File: src/rtl/wb_arbiter.sv
`default_nettype none
// ============================================================================
// Module   : wb_arbiter
// Brief    : Two-master to one-slave Wishbone arbiter. Round-robin grant on
//            ties, grant held for the whole bus cycle, and a slave-ack
//            watchdog that signals an error to the granted master.
// Revision : 1.0 - initial release
// ============================================================================

`ifndef ADDR_WIDTH
`define ADDR_WIDTH 32
`endif
`ifndef DATA_WIDTH
`define DATA_WIDTH 32
`endif

module wb_arbiter #(
    parameter int TIMEOUT_CYCLES = 16
) (
    input  logic                   clk_i,
    input  logic                   rst_i,

    input  logic                   m0_cyc_i,
    input  logic                   m0_stb_i,
    input  logic                   m0_we_i,
    input  logic [`ADDR_WIDTH-1:0] m0_adr_i,
    input  logic [`DATA_WIDTH-1:0] m0_dat_i,
    output logic [`DATA_WIDTH-1:0] m0_dat_o,
    output logic                   m0_ack_o,
    output logic                   m0_err_o,

    input  logic                   m1_cyc_i,
    input  logic                   m1_stb_i,
    input  logic                   m1_we_i,
    input  logic [`ADDR_WIDTH-1:0] m1_adr_i,
    input  logic [`DATA_WIDTH-1:0] m1_dat_i,
    output logic [`DATA_WIDTH-1:0] m1_dat_o,
    output logic                   m1_ack_o,
    output logic                   m1_err_o,

    output logic                   s_cyc_o,
    output logic                   s_stb_o,
    output logic                   s_we_o,
    output logic [`ADDR_WIDTH-1:0] s_adr_o,
    output logic [`DATA_WIDTH-1:0] s_dat_o,
    input  logic [`DATA_WIDTH-1:0] s_dat_i,
    input  logic                   s_ack_i
);

    // Watchdog counter is at least one bit wide so a disabled watchdog
    // still elaborates cleanly.
    localparam int c_WD_W = (TIMEOUT_CYCLES < 1) ? 1 : $clog2(TIMEOUT_CYCLES + 1);
    localparam logic [c_WD_W-1:0] c_WD_LIMIT = c_WD_W'(TIMEOUT_CYCLES);
    localparam logic [c_WD_W-1:0] c_WD_ONE   = c_WD_W'(1);
    localparam bit                c_WD_EN    = (TIMEOUT_CYCLES > 0);

    typedef enum logic [1:0] {
        ST_IDLE  = 2'd0,
        ST_BUSY  = 2'd1,
        ST_ERROR = 2'd2
    } state_t;

    state_t              r_state;
    state_t              w_next_state;
    logic                r_gnt;
    logic                w_next_gnt;
    logic                r_last;
    logic                w_next_last;
    logic [c_WD_W-1:0]   r_wd;
    logic [c_WD_W-1:0]   w_next_wd;
    logic                w_win;

    // Signals of whichever master currently owns the grant.
    logic                   w_g_cyc;
    logic                   w_g_stb;
    logic                   w_g_we;
    logic [`ADDR_WIDTH-1:0] w_g_adr;
    logic [`DATA_WIDTH-1:0] w_g_dat;

    // Select the granted master's request signals.
    always_comb begin
        w_g_cyc = r_gnt ? m1_cyc_i : m0_cyc_i;
        w_g_stb = r_gnt ? m1_stb_i : m0_stb_i;
        w_g_we  = r_gnt ? m1_we_i  : m0_we_i;
        w_g_adr = r_gnt ? m1_adr_i : m0_adr_i;
        w_g_dat = r_gnt ? m1_dat_i : m0_dat_i;
    end

    // State, grant, round-robin history and watchdog registers.
    always_ff @(posedge clk_i) begin
        if (rst_i) begin
            r_state <= ST_IDLE;
            r_gnt   <= 1'b0;
            r_last  <= 1'b1;
            r_wd    <= '0;
        end else begin
            r_state <= w_next_state;
            r_gnt   <= w_next_gnt;
            r_last  <= w_next_last;
            r_wd    <= w_next_wd;
        end
    end

    // Next-state logic: arbitration in IDLE, cycle tracking and watchdog in
    // BUSY, recovery once the errored master withdraws its strobe.
    always_comb begin
        w_next_state = r_state;
        w_next_gnt   = r_gnt;
        w_next_last  = r_last;
        w_next_wd    = r_wd;
        w_win        = 1'b0;

        case (r_state)
            ST_IDLE: begin
                w_next_wd = '0;
                if (m0_cyc_i && m1_cyc_i) begin
                    w_win = ~r_last;
                end else begin
                    w_win = m1_cyc_i;
                end
                if (m0_cyc_i || m1_cyc_i) begin
                    w_next_state = ST_BUSY;
                    w_next_gnt   = w_win;
                    w_next_last  = w_win;
                end
            end

            ST_BUSY: begin
                if (!w_g_cyc) begin
                    w_next_state = ST_IDLE;
                    w_next_wd    = '0;
                end else if (w_g_stb && !s_ack_i) begin
                    // A stalled cycle; the one that would bring the count to
                    // the limit raises the error instead of counting on.
                    if (c_WD_EN && (r_wd == (c_WD_LIMIT - c_WD_ONE))) begin
                        w_next_state = ST_ERROR;
                        w_next_wd    = c_WD_LIMIT;
                    end else if (c_WD_EN && (r_wd != c_WD_LIMIT)) begin
                        w_next_wd = r_wd + c_WD_ONE;
                    end
                end else begin
                    w_next_wd = '0;
                end
            end

            ST_ERROR: begin
                if (!w_g_cyc) begin
                    w_next_state = ST_IDLE;
                    w_next_wd    = '0;
                end else if (!w_g_stb) begin
                    w_next_state = ST_BUSY;
                    w_next_wd    = '0;
                end
            end

            default: begin
                w_next_state = ST_IDLE;
                w_next_wd    = '0;
            end
        endcase
    end

    // Slave-side outputs mirror the granted master only while BUSY.
    always_comb begin
        s_cyc_o = 1'b0;
        s_stb_o = 1'b0;
        s_we_o  = 1'b0;
        s_adr_o = '0;
        s_dat_o = '0;
        if (r_state == ST_BUSY) begin
            s_cyc_o = w_g_cyc;
            s_stb_o = w_g_stb;
            s_we_o  = w_g_we;
            s_adr_o = w_g_adr;
            s_dat_o = w_g_dat;
        end
    end

    // Read data is broadcast; the per-master ack qualifies it.
    assign m0_dat_o = s_dat_i;
    assign m1_dat_o = s_dat_i;

    assign m0_ack_o = s_ack_i && (r_state == ST_BUSY) && !r_gnt && m0_stb_i;
    assign m1_ack_o = s_ack_i && (r_state == ST_BUSY) &&  r_gnt && m1_stb_i;

    assign m0_err_o = c_WD_EN && (r_state == ST_ERROR) && !r_gnt && m0_stb_i;
    assign m1_err_o = c_WD_EN && (r_state == ST_ERROR) &&  r_gnt && m1_stb_i;

endmodule

`default_nettype wire

File: config.mk
export PLATFORM = sky130hd
export DESIGN_NAME = wb_arbiter
export DESIGN_NICKNAME = d
export VERILOG_FILES = /design/src/rtl/wb_arbiter.sv
export SDC_FILE = /design/constraint.sdc
export NUM_CORES = 1
export LEC_CHECK = 0
export CAP_MARGIN = 20
export CELL_PAD_IN_SITES_DETAIL_PLACEMENT = 2
export CELL_PAD_IN_SITES_GLOBAL_PLACEMENT = 2
export CORE_UTILIZATION = 10
export CTS_BUF_LIST = sky130_fd_sc_hd__clkbuf_4
export CTS_CLUSTER_DIAMETER = 60
export DETAILED_ROUTE_END_ITERATION = 8
export PLACE_DENSITY = 0.87
export REMOVE_ABC_BUFFERS = 1
export SYNTH_ARGS = -nofsm -noshare
export SYNTH_HDL_FRONTEND = slang
export SYNTH_SLANG_ARGS = --single-unit
File: constraint.sdc
create_clock -name clk_i -period 2 [get_ports clk_i]
set_input_delay 0.4 -clock clk_i [delete_from_list [all_inputs] [get_ports clk_i]]
set_output_delay 0.4 -clock clk_i [all_outputs]
set_load 0.05 [all_outputs]
==> impl_metrics.yaml, run 1 <==
power_and_ir_drop:
  swShare_pct: 42.6
  p_int_mw: 1.01
  finalPower_mw: 1.75
  peakVddDrop_mv: 0.118
  leakagePower_nw: 1.77
  power_frac_seq_pct: 11.3
  p_per_area_nw_per_um2: 363
  p_sw_uw: 746
  clockPowerShare_pct: 9.2
  pwr-share-comb_pct: 79.5
die:
  core_um2: 20400
  start_util_pct: 10.3
  num_io_pins: 304
  fp.dieW_um: 147
  rows: 52
  dieArea_um2: 21500
  die_h_um: 147
clocking:
  htreeDepth: 1
  clk_latency_ps: 270
  cts_max_path_buffers: 2
  cts.reportedPaths.clkPinSlew_ps: 60
  numCtsBuffers: 3
  cts_hold_buf: 0
  cts-root-buf: "clkbuf_4"
  clock_sinks: 9
  cts_tree: "yes"
placement:
  pre_cts_ws_ps: -33.3
  io_buffers: 207
  routabilityCongestion: 0.689
  post-dp-hpwl_um: 11300
  place_inst: 694
synthesis:
  netlist_instances: 286
  synth_mux_area_share_pct: 32.0
  synth_area_um2: 2090
  synthXorXnorAreaFrac_pct: 0
  seq_area_frac_synth_pct: 8.61
  synth-simple-area-share_pct: 21.0
  yosysTopAreaCellShare_pct: 32.0
  yosys.area.top_type: "mux2i_1"
  ys_ff_latch: 9
  syn_avg_cell_area_um2: 7.32
  synth_flop_cell: "dfxtp_1"
  ys_top_cells_by_area: "mux2i_1 32%, buf_4 23%, nor2_1 13%, dfxtp_1 8.6%, buf_2 2.2%"
  synth_top_family_by_area: "multiplexers"
  synth_compound_area_share_pct: 7.83
  async_flop_share_pct: 0
  yosysWarnings: 0
  synth_edf_count: 0
  synth.distinct_cells: 37
  yosys.area_share.adder_pct: 1.79
worst_setup_path:
  crit_chain: "clkdlybuf4s50_1, nand2b_1, nor2_1, buf_12"
  r2r-end: "r_wd[3]$_SDFFE_PP0P_"
  required_ps: 1600
  reg2reg_from: "r_wd[0]$_SDFFE_PP0P_"
  cp_slowest_cell: "clkdlybuf4s50_1"
  cp-endpoint: "m0_err_o"
  startpoint: "m0_stb_i"
  arrival_ps: 1550
  r2r_cells: 7
  crit_type: "input port to primary output"
  startpoint_type: "input port"
  end_kind: "primary output"
  r2r_slack_ps: 200
  critPathMaxFanout: 4
  slowest_delay_ps: 570
status:
  status: "finished, final reports clean"
min_path:
  hp-class: "flop to flop"
grt:
  grt_remaining_overflow: 0
  grt_max_degree: 44
  grt_pass1_wl_um: 19000
  grt_use_total_pct: 11.9
  antenna_found_initial: 0
  grt_pass1_vias: 2960
detailed_routing:
  ant_nets: 0
  met3_length_um: 2610
  vias: 2599
  m1WireLength_um: 4040
  post-route-drc-count: 0
  wl_met2_um: 6100
  routedWlPerCell_um: 18.6
  first_pass_iters: 4
  top_layer_used: "met5"
  vias_per_cell: 3.71
  initialDrtViolationCount: 56
  routed_wl_um: 13000
timing:
  skew_ps: 3.52
  hold_viol: 0
  slew_headroom_pct: 75.0
  worst_slack_ps: 48.8
  fmax_mhz: 513
  tightest_slew_ps: 373
  fin_hold_ws_ps: 510
  setup_violations: 0
  rsz0062_at_grt: "true"
  drv_slew: 0
  period_minus_slack_ps: 1950
  period_share_pct: 97.6
final_layout:
  mostFrequentLayoutCell: "clkdlybuf4s50_1"
  drive_gt1_share_pct: 23.7
  final_cells: 700
  antenna_cells: 0
  area_growth_pct: 131
  final_util_pct: 23.7
  layout.cells.most_common_list: "136 x clkdlybuf4s50_1, 74 x buf_12, 71 x nor2_1"
  nets: 603
job:
  maxCapViolations: 0
power by group through the flow:
stage / clock network [mW] / logic, mW / registers (mW)
floorplan: 0 / 0.562 / 0.230
global placement: 0 / 1.38 / 0.205
detailed placement: 0 / 1.40 / 0.205
CTS: 0.170 / 1.41 / 0.198
global route: 0.176 / 1.46 / 0.199
finish: 0.161 / 1.39 / 0.198
per-stage QoR:
stage	setup TNS (ps)	instance area, µm²
CTS	0	4830
floorplan	-133380	1510
global route	-29.4	4830
finish	0	4830
detailed placement	-33.3	4780
global placement	0	4780
registers in the layout (all words and copies together) (netlist names):
name,flops
r_wd,5
r_gnt,1
r_state,2
r_last,1
metal layers:
layer | track usage, % | vias to the layer above
met5 | 7.27 | -
met4 | 1.67 | 4
met3 | 11.4 | 12
met2 | 19.1 | 207
met1 | 10.7 | 1181
li1 | - | 1195
cells in the mapped netlist (all sizes together), types with 3 or more instances:
library cell / count
inv: 5
buf: 79
nand2b: 4
clkbuf: 4
nand2: 6
a21oi: 6
o21ai: 4
nor2b: 3
a211oi: 3
dfxtp: 9
ha: 3
mux2i: 67
nor2: 72
cells by family (layout without fill, tap and decap cells):
group	after synthesis	in the layout
mux	67	67
buf+inv	88	232
flops	9	9
compound gates	23	23
fa+ha+maj	3	3
simple gates	96	96
worst min-delay path by stage:
stage                               from                    to  depth (start not counted)
CTS                 r_wd[4]$_SDFFE_PP0P_  r_wd[4]$_SDFFE_PP0P_                          2
global placement     r_last$_SDFFE_PP1P_   r_last$_SDFFE_PP1P_                          1
finish              r_wd[4]$_SDFFE_PP0P_  r_wd[4]$_SDFFE_PP0P_                          2
detailed placement  r_wd[4]$_SDFFE_PP0P_  r_wd[4]$_SDFFE_PP0P_                          2
floorplan           r_wd[3]$_SDFFE_PP0P_  r_wd[3]$_SDFFE_PP0P_                          1
global route        r_wd[4]$_SDFFE_PP0P_  r_wd[4]$_SDFFE_PP0P_                          2
cell type report:
type | instances | area [µm²]
fillers | 2252 | 15500
repair buffers | 223 | 2940
multi-input cells | 189 | 1320
well taps | 270 | 338
flip-flops and latches | 9 | 186
clock buffers | 4 | 30.0
inverters | 5 | 18.8
worst max-delay path: cells and delay by family:
family,cells,cell delay [ps]
simple gates,2,410
buf+inv,2,740
timing repair:
action,4_1_cts,5_1_grt
setup endpoints to repair,25,3
setup buffers,2,0
resized for setup,2,2
Note: power is estimated with default switching activity, not from simulation.
==> run 2, diff against run 1 <==
CORE_ASPECT_RATIO = 1.1   (was unset)
==> run 2 against run 1 <==
Design area up 0.47%. Combinational power about the same. Count of clock-buffer cells in the layout unchanged. Setup slack better by 25 ps. Global-route usage down 0.39 points. Via count up 3.9%. Sequential power about the same. Utilization down 0.13 points.
==> impl_metrics.yaml, run 2 (synthesis gave the netlist of run 1 again) <==
status:
  status: "finished, final reports clean"
timing:
  rsz0062_at_grt: "true"
  tightest_slew_ps: 389
  drv_slew: 0
  slew_headroom_pct: 74.1
  skew_ps: 3.74
  period_share_pct: 96.3
  hold_viol: 0
  fmax_mhz: 519
  period_minus_slack_ps: 1930
  setup_violations: 0
final_layout:
  area_growth_pct: 132
  ff_latch_area_um2: 186
  antenna_cells: 0
  final_cells: 688
  largest_reg_flops: 5
  nets: 605
  fillCellCount: 2298
  drive_gt1_share_pct: 25.7
  multi_input_area_um2: 1340
  mostFrequentLayoutCell: "clkdlybuf4s50_1"
  reg.largest.list: "r_wd (5), r_state (2)"
  top_register: "r_wd"
  layout.cells.most_common_list: "136 x clkdlybuf4s50_1, 74 x buf_12, 67 x mux2i_1"
detailed_routing:
  post-route-drc-count: 0
  vias: 2700
  first_pass_iters: 8
  routed_wl_um: 12800
  initialDrtViolationCount: 46
  routedWlPerCell_um: 18.7
  ant_nets: 0
  vias_per_cell: 3.92
power_and_ir_drop:
  leakagePower_nw: 1.78
  peakVddDrop_mv: 0.121
  clockPowerShare_pct: 8.9
  power_frac_seq_pct: 11.3
  pwr-share-comb_pct: 79.8
  p_sw_uw: 750
  finalPower_mw: 1.76
  swShare_pct: 42.5
  p_int_mw: 1.01
  p_per_area_nw_per_um2: 363
grt:
  grt_pass1_vias: 2912
  grt_use_total_pct: 11.5
  grt_pass1_wl_um: 18500
  grt_remaining_overflow: 0
  grt_max_degree: 36
  antenna_found_initial: 0
clocking:
  cts_tree: "yes"
  cts.reportedPaths.clkPinSlew_ps: 70
  cts_hold_buf: 0
  clk_latency_ps: 260
  cts_max_path_buffers: 2
  cts-root-buf: "clkbuf_4"
  numCtsBuffers: 3
  htreeDepth: 1
  clock_sinks: 9
worst_setup_path:
  required_ps: 1600
  startpoint_type: "flop"
  arrival_ps: 1530
  r2r_cells: 7
  reg2reg_from: "r_wd[0]$_SDFFE_PP0P_"
  critPathMaxFanout: 35
  crit_type: "flop to primary output"
  r2r-end: "r_wd[3]$_SDFFE_PP0P_"
  cp-endpoint: "s_dat_o[27]"
  r2r_slack_ps: 150
  end_kind: "primary output"
  startpoint: "r_state[1]$_SDFFE_PP0P_"
die:
  die_h_um: 154
  rows: 55
  start_util_pct: 10.2
  core_um2: 20600
  num_io_pins: 304
  dieArea_um2: 21500
  fp.dieW_um: 140
placement:
  routabilityCongestion: 0.734
  io_buffers: 207
  place_inst: 678
  post-dp-hpwl_um: 10600
job:
  maxCapViolations: 0
min_path:
  hp-class: "flop to flop"
==> run 2: how the worst min path moves through the flow <==
stage               depth (start not counted)            startpoint  slack [ps]              endpoint
finish                                      1  r_wd[0]$_SDFFE_PP0P_         490  r_wd[0]$_SDFFE_PP0P_
global route                                1  r_wd[0]$_SDFFE_PP0P_         520  r_wd[0]$_SDFFE_PP0P_
CTS                                         1   r_last$_SDFFE_PP1P_         510   r_last$_SDFFE_PP1P_
detailed placement                          1   r_last$_SDFFE_PP1P_         490   r_last$_SDFFE_PP1P_
global placement                            1   r_last$_SDFFE_PP1P_         480   r_last$_SDFFE_PP1P_
floorplan                                   1  r_wd[3]$_SDFFE_PP0P_         460  r_wd[3]$_SDFFE_PP0P_
==> run 2: routing by layer <==
metal,routed length [µm],GRT usage [%]
met5,42,2.97
met4,39,0.576
met3,1980,8.22
met2,6020,18.9
met1,4750,12.4
==> run 2: layout make-up <==
class | count | share of cell area (%)
Clock buffer | 4 | 0.619
Inverter | 5 | 0.387
Multi-Input combinational cell | 190 | 27.7
Sequential cell | 9 | 3.84
Tap cell | 256 | 6.60
Timing Repair Buffer | 224 | 60.9
==> run 2: metrics by stage <==
| stage | TNS (ps) | worst slack [ps] | hold slack (ps) | util (%) | area [µm²] |
|---|---|---|---|---|---|
| after global placement | 0 | 98.7 | 476 | 23.1 | 4750 |
| after global routing | -55.2 | -27.6 | 520 | 23.6 | 4850 |
| final | 0 | 74.1 | 487 | 23.6 | 4850 |
| after detailed placement | 0 | 84.6 | 493 | 23.1 | 4750 |
| after CTS | 0 | 20.9 | 507 | 23.3 | 4800 |
| after floorplan | -133380 | -2070 | 457 | - | 1510 |
==> run 2: power by group through the flow <==
stage	Combinational, mW	Clock, mW	Sequential, mW
after floorplan	0.562	0	0.230
after global placement	1.36	0	0.210
after detailed placement	1.39	0	0.210
after CTS	1.41	0.166	0.204
after global routing	1.48	0.173	0.202
final	1.41	0.157	0.199
==> run 2: repair_timing <==
action / CTS / global route
setup buffers: 1 / 4
gates resized for setup: 1 / 10
pin swaps: 0 / 1
gates cloned: 1 / 0
setup endpoints to repair: 45 / 14
==> run 2: worst max-delay path, stage by stage (launching register included) <==
cell      delay (ps)
dfxtp_1          350
nand2b_4         270
buf_12           230
nor2_1           220
buf_12           170
==> run 3, diff against run 2 <==
ABC_CLOCK_PERIOD_IN_PS = 2000   (was unset)
==> results of run 3 <==
No change in the layout: final DEF, timing and power equal those of run 2.
==> RTL change (flow settings as in run 3) <==
Take the reset off `r_wd` and load it in a clocked block of its own.
--- a/src/rtl/wb_arbiter.sv
+++ b/src/rtl/wb_arbiter.sv
@@ -93,11 +93,13 @@
             r_gnt   <= 1'b0;
             r_last  <= 1'b1;
-            r_wd    <= '0;
         end else begin
             r_state <= w_next_state;
             r_gnt   <= w_next_gnt;
             r_last  <= w_next_last;
-            r_wd    <= w_next_wd;
         end
+    end
+
+    always_ff @(posedge clk_i) begin
+        r_wd <= w_next_wd;
     end
 
Function: no difference found for any inputs over 10 cycles, from zero or initial values and one cycle with rst_i high; that may be too few to reach the edited logic, so the function may still have changed.
==> RTL change against run 3 <==
The flow now finishes with violations (DRC). Setup slack improved by 0.011 ns. Routed wire length increased by 2.8%. Sequential cell count unchanged. Synthesized cell count decreased by 3.8%. Count of clock-buffer cells in the layout unchanged. Synthesized area decreased by 1.3%. Design area decreased by 0.93%. Total power increased by 33%. Combinational power increased by 40%. Register-to-register slack got worse by 0.03 ns. Sequential power increased by 11%. Clock skew increased by 0.0054 ns. Critical path type unchanged.
==> RTL change: results (changes against run 3) <==
status finished with violations (was finished, final reports clean); violated checks DRC; Critical Path Source r_state[0] (was r_state[1]); routed len/inst 19.7 um (was 18.7 um); largest cells by area after synthesis mux2i_1 (31%), buf_4 (24%), nor2_1 (14%) (was mux2i_1 (32%), buf_4 (23%), nor2_1 (13%)); hpwl dp 11400 um (was 10600 um); Routability Congestion 0.728 (was 0.734); top post-synthesis cells by count nor2_1 (76), buf_4 (67), mux2i_1 (65) (was nor2_1 (72), mux2i_1 (67), buf_4 (65)); vias per inst 3.77 (was 3.92); number of synthesized flops with an enable pin 5 (was 0); met1 Track Usage GR 0.116 (was 0.124); First-pass DRT Iterations 8 (unchanged); combinational gate power 1.98 mW (was 1.41 mW); Worst R2R End r_wd[1] (was r_wd[3]); DP Worst Slack -0.0603 ns (was 0.0846 ns); DRT iter0 DRCs 53 (was 46); M1 WL 4510 um (was 4750 um); CTS clk-pin slew, worst paths 0.06 ns; met3 WL 2070 um (was 1980 um); Power Dens Cells 489 nW/um2 (was 363 nW/um2); Nets 592 (was 605); VDD IR max 0.169 mV (was 0.121 mV); sequential-to-total area share from yosys stat 0.111 (was 0.0861); CP max FO 35 (unchanged); DRC Markers 6 (was 0); Max Clock Skew 0.00911 ns (was 0.00374 ns); P_leak 1.79 nW (was 1.78 nW); routed wl met2 6360 um (was 6020 um); initial antenna violation count 0 (unchanged); CP Data Arrival Time 1.51 ns (was 1.53 ns); met3 Use GR 0.0949 (was 0.0822); final cycle utilization of the critical path 0.957 (was 0.963); clock power share 0.064 (was 0.089); reg2reg setup slack 0.12 ns (was 0.15 ns); vias in the first global route 2992 (was 2912); FF-to-FF path depth 6 (was 7); layout cells sized above 1 0.232 (was 0.257); fill cell count 2212 (was 2298); Worst setup endpoint s_dat_o[15] (was s_dat_o[27]); NetSw 1.07 mW (was 0.750 mW); first-pass GRT wire length 19100 um (was 18500 um); Netlist cell types 36 (was 37); gr usage total 0.122 (was 0.115); GR Layer Usage met2 0.204 (was 0.189); worst slew pin tran 0.392 ns (was 0.389 ns); RR Startpoint r_wd[1] (was r_wd[0]); CTS H-Tree Depth 1 (unchanged)
[RTL change: changes by cell type in the layout (fill, tap and decap cells not counted), moves of 4 or more]
cell and change:
nor2_2 -9, edfxtp_1 +5, dfxtp_1 -4, buf_4 -4, a21oi_1 -5, nor2_1 +13
o21ai_0 -4
[RTL change: cell type report]
| class | count | area (um2) | share of cell area |
|---|---|---|---|
| Tap cell | 252 | 315 | 0.0656 |
| Timing Repair Buffer | 222 | 2960 | 0.616 |
| Sequential cell | 9 | 235 | 0.0489 |
| Multi-Input combinational cell | 180 | 1250 | 0.260 |
| Inverter | 4 | 15.0 | 0.00312 |
| Clock buffer | 4 | 30.0 | 0.00624 |
[RTL change: worst min path at each step]
stage | from | end | slack [ns]
finish | r_last | r_last | 0.50
global route | r_last | r_last | 0.53
CTS | r_last | r_last | 0.50
detailed placement | r_last | r_last | 0.48
global placement | r_last | r_last | 0.48
floorplan | r_last | r_last | 0.46
[RTL change: worst max-delay path, stage by stage, from the launching register on]
cell      delay [ns]
dfxtp_2         0.43
nand2b_2        0.11
buf_4           0.26
nor2_1          0.26
buf_12          0.17
[RTL change: repair_timing]
action / 4_1_cts / 5_1_grt
cloned: 0 / 0
setup buffers: 4 / 0
endpoints found under the setup margin: 60 / 8
pin swaps: 1 / 1
resized for setup: 4 / 2
[RTL change: kinds of logic (layout without fill, tap and decap cells)]
group,after synthesis,in the layout,share of synthesized area
buf+inv,86,230,0.291
flops,9,9,0.111
fa+ha+maj,3,3,0.0182
xor+xnor,2,2,0.00848
compound gates,10,10,0.0387
simple gates,99,99,0.212
mux,66,66,0.320
[RTL change: through the flow]
step	setup TNS (ns)	instances	cell area [um2]
finish	0	671	4810
global route	-0.00178	671	4810
CTS	0	671	4800
detailed placement	-0.243	663	4710
global placement	-0.0521	663	4710
floorplan	-144.40	193	1480
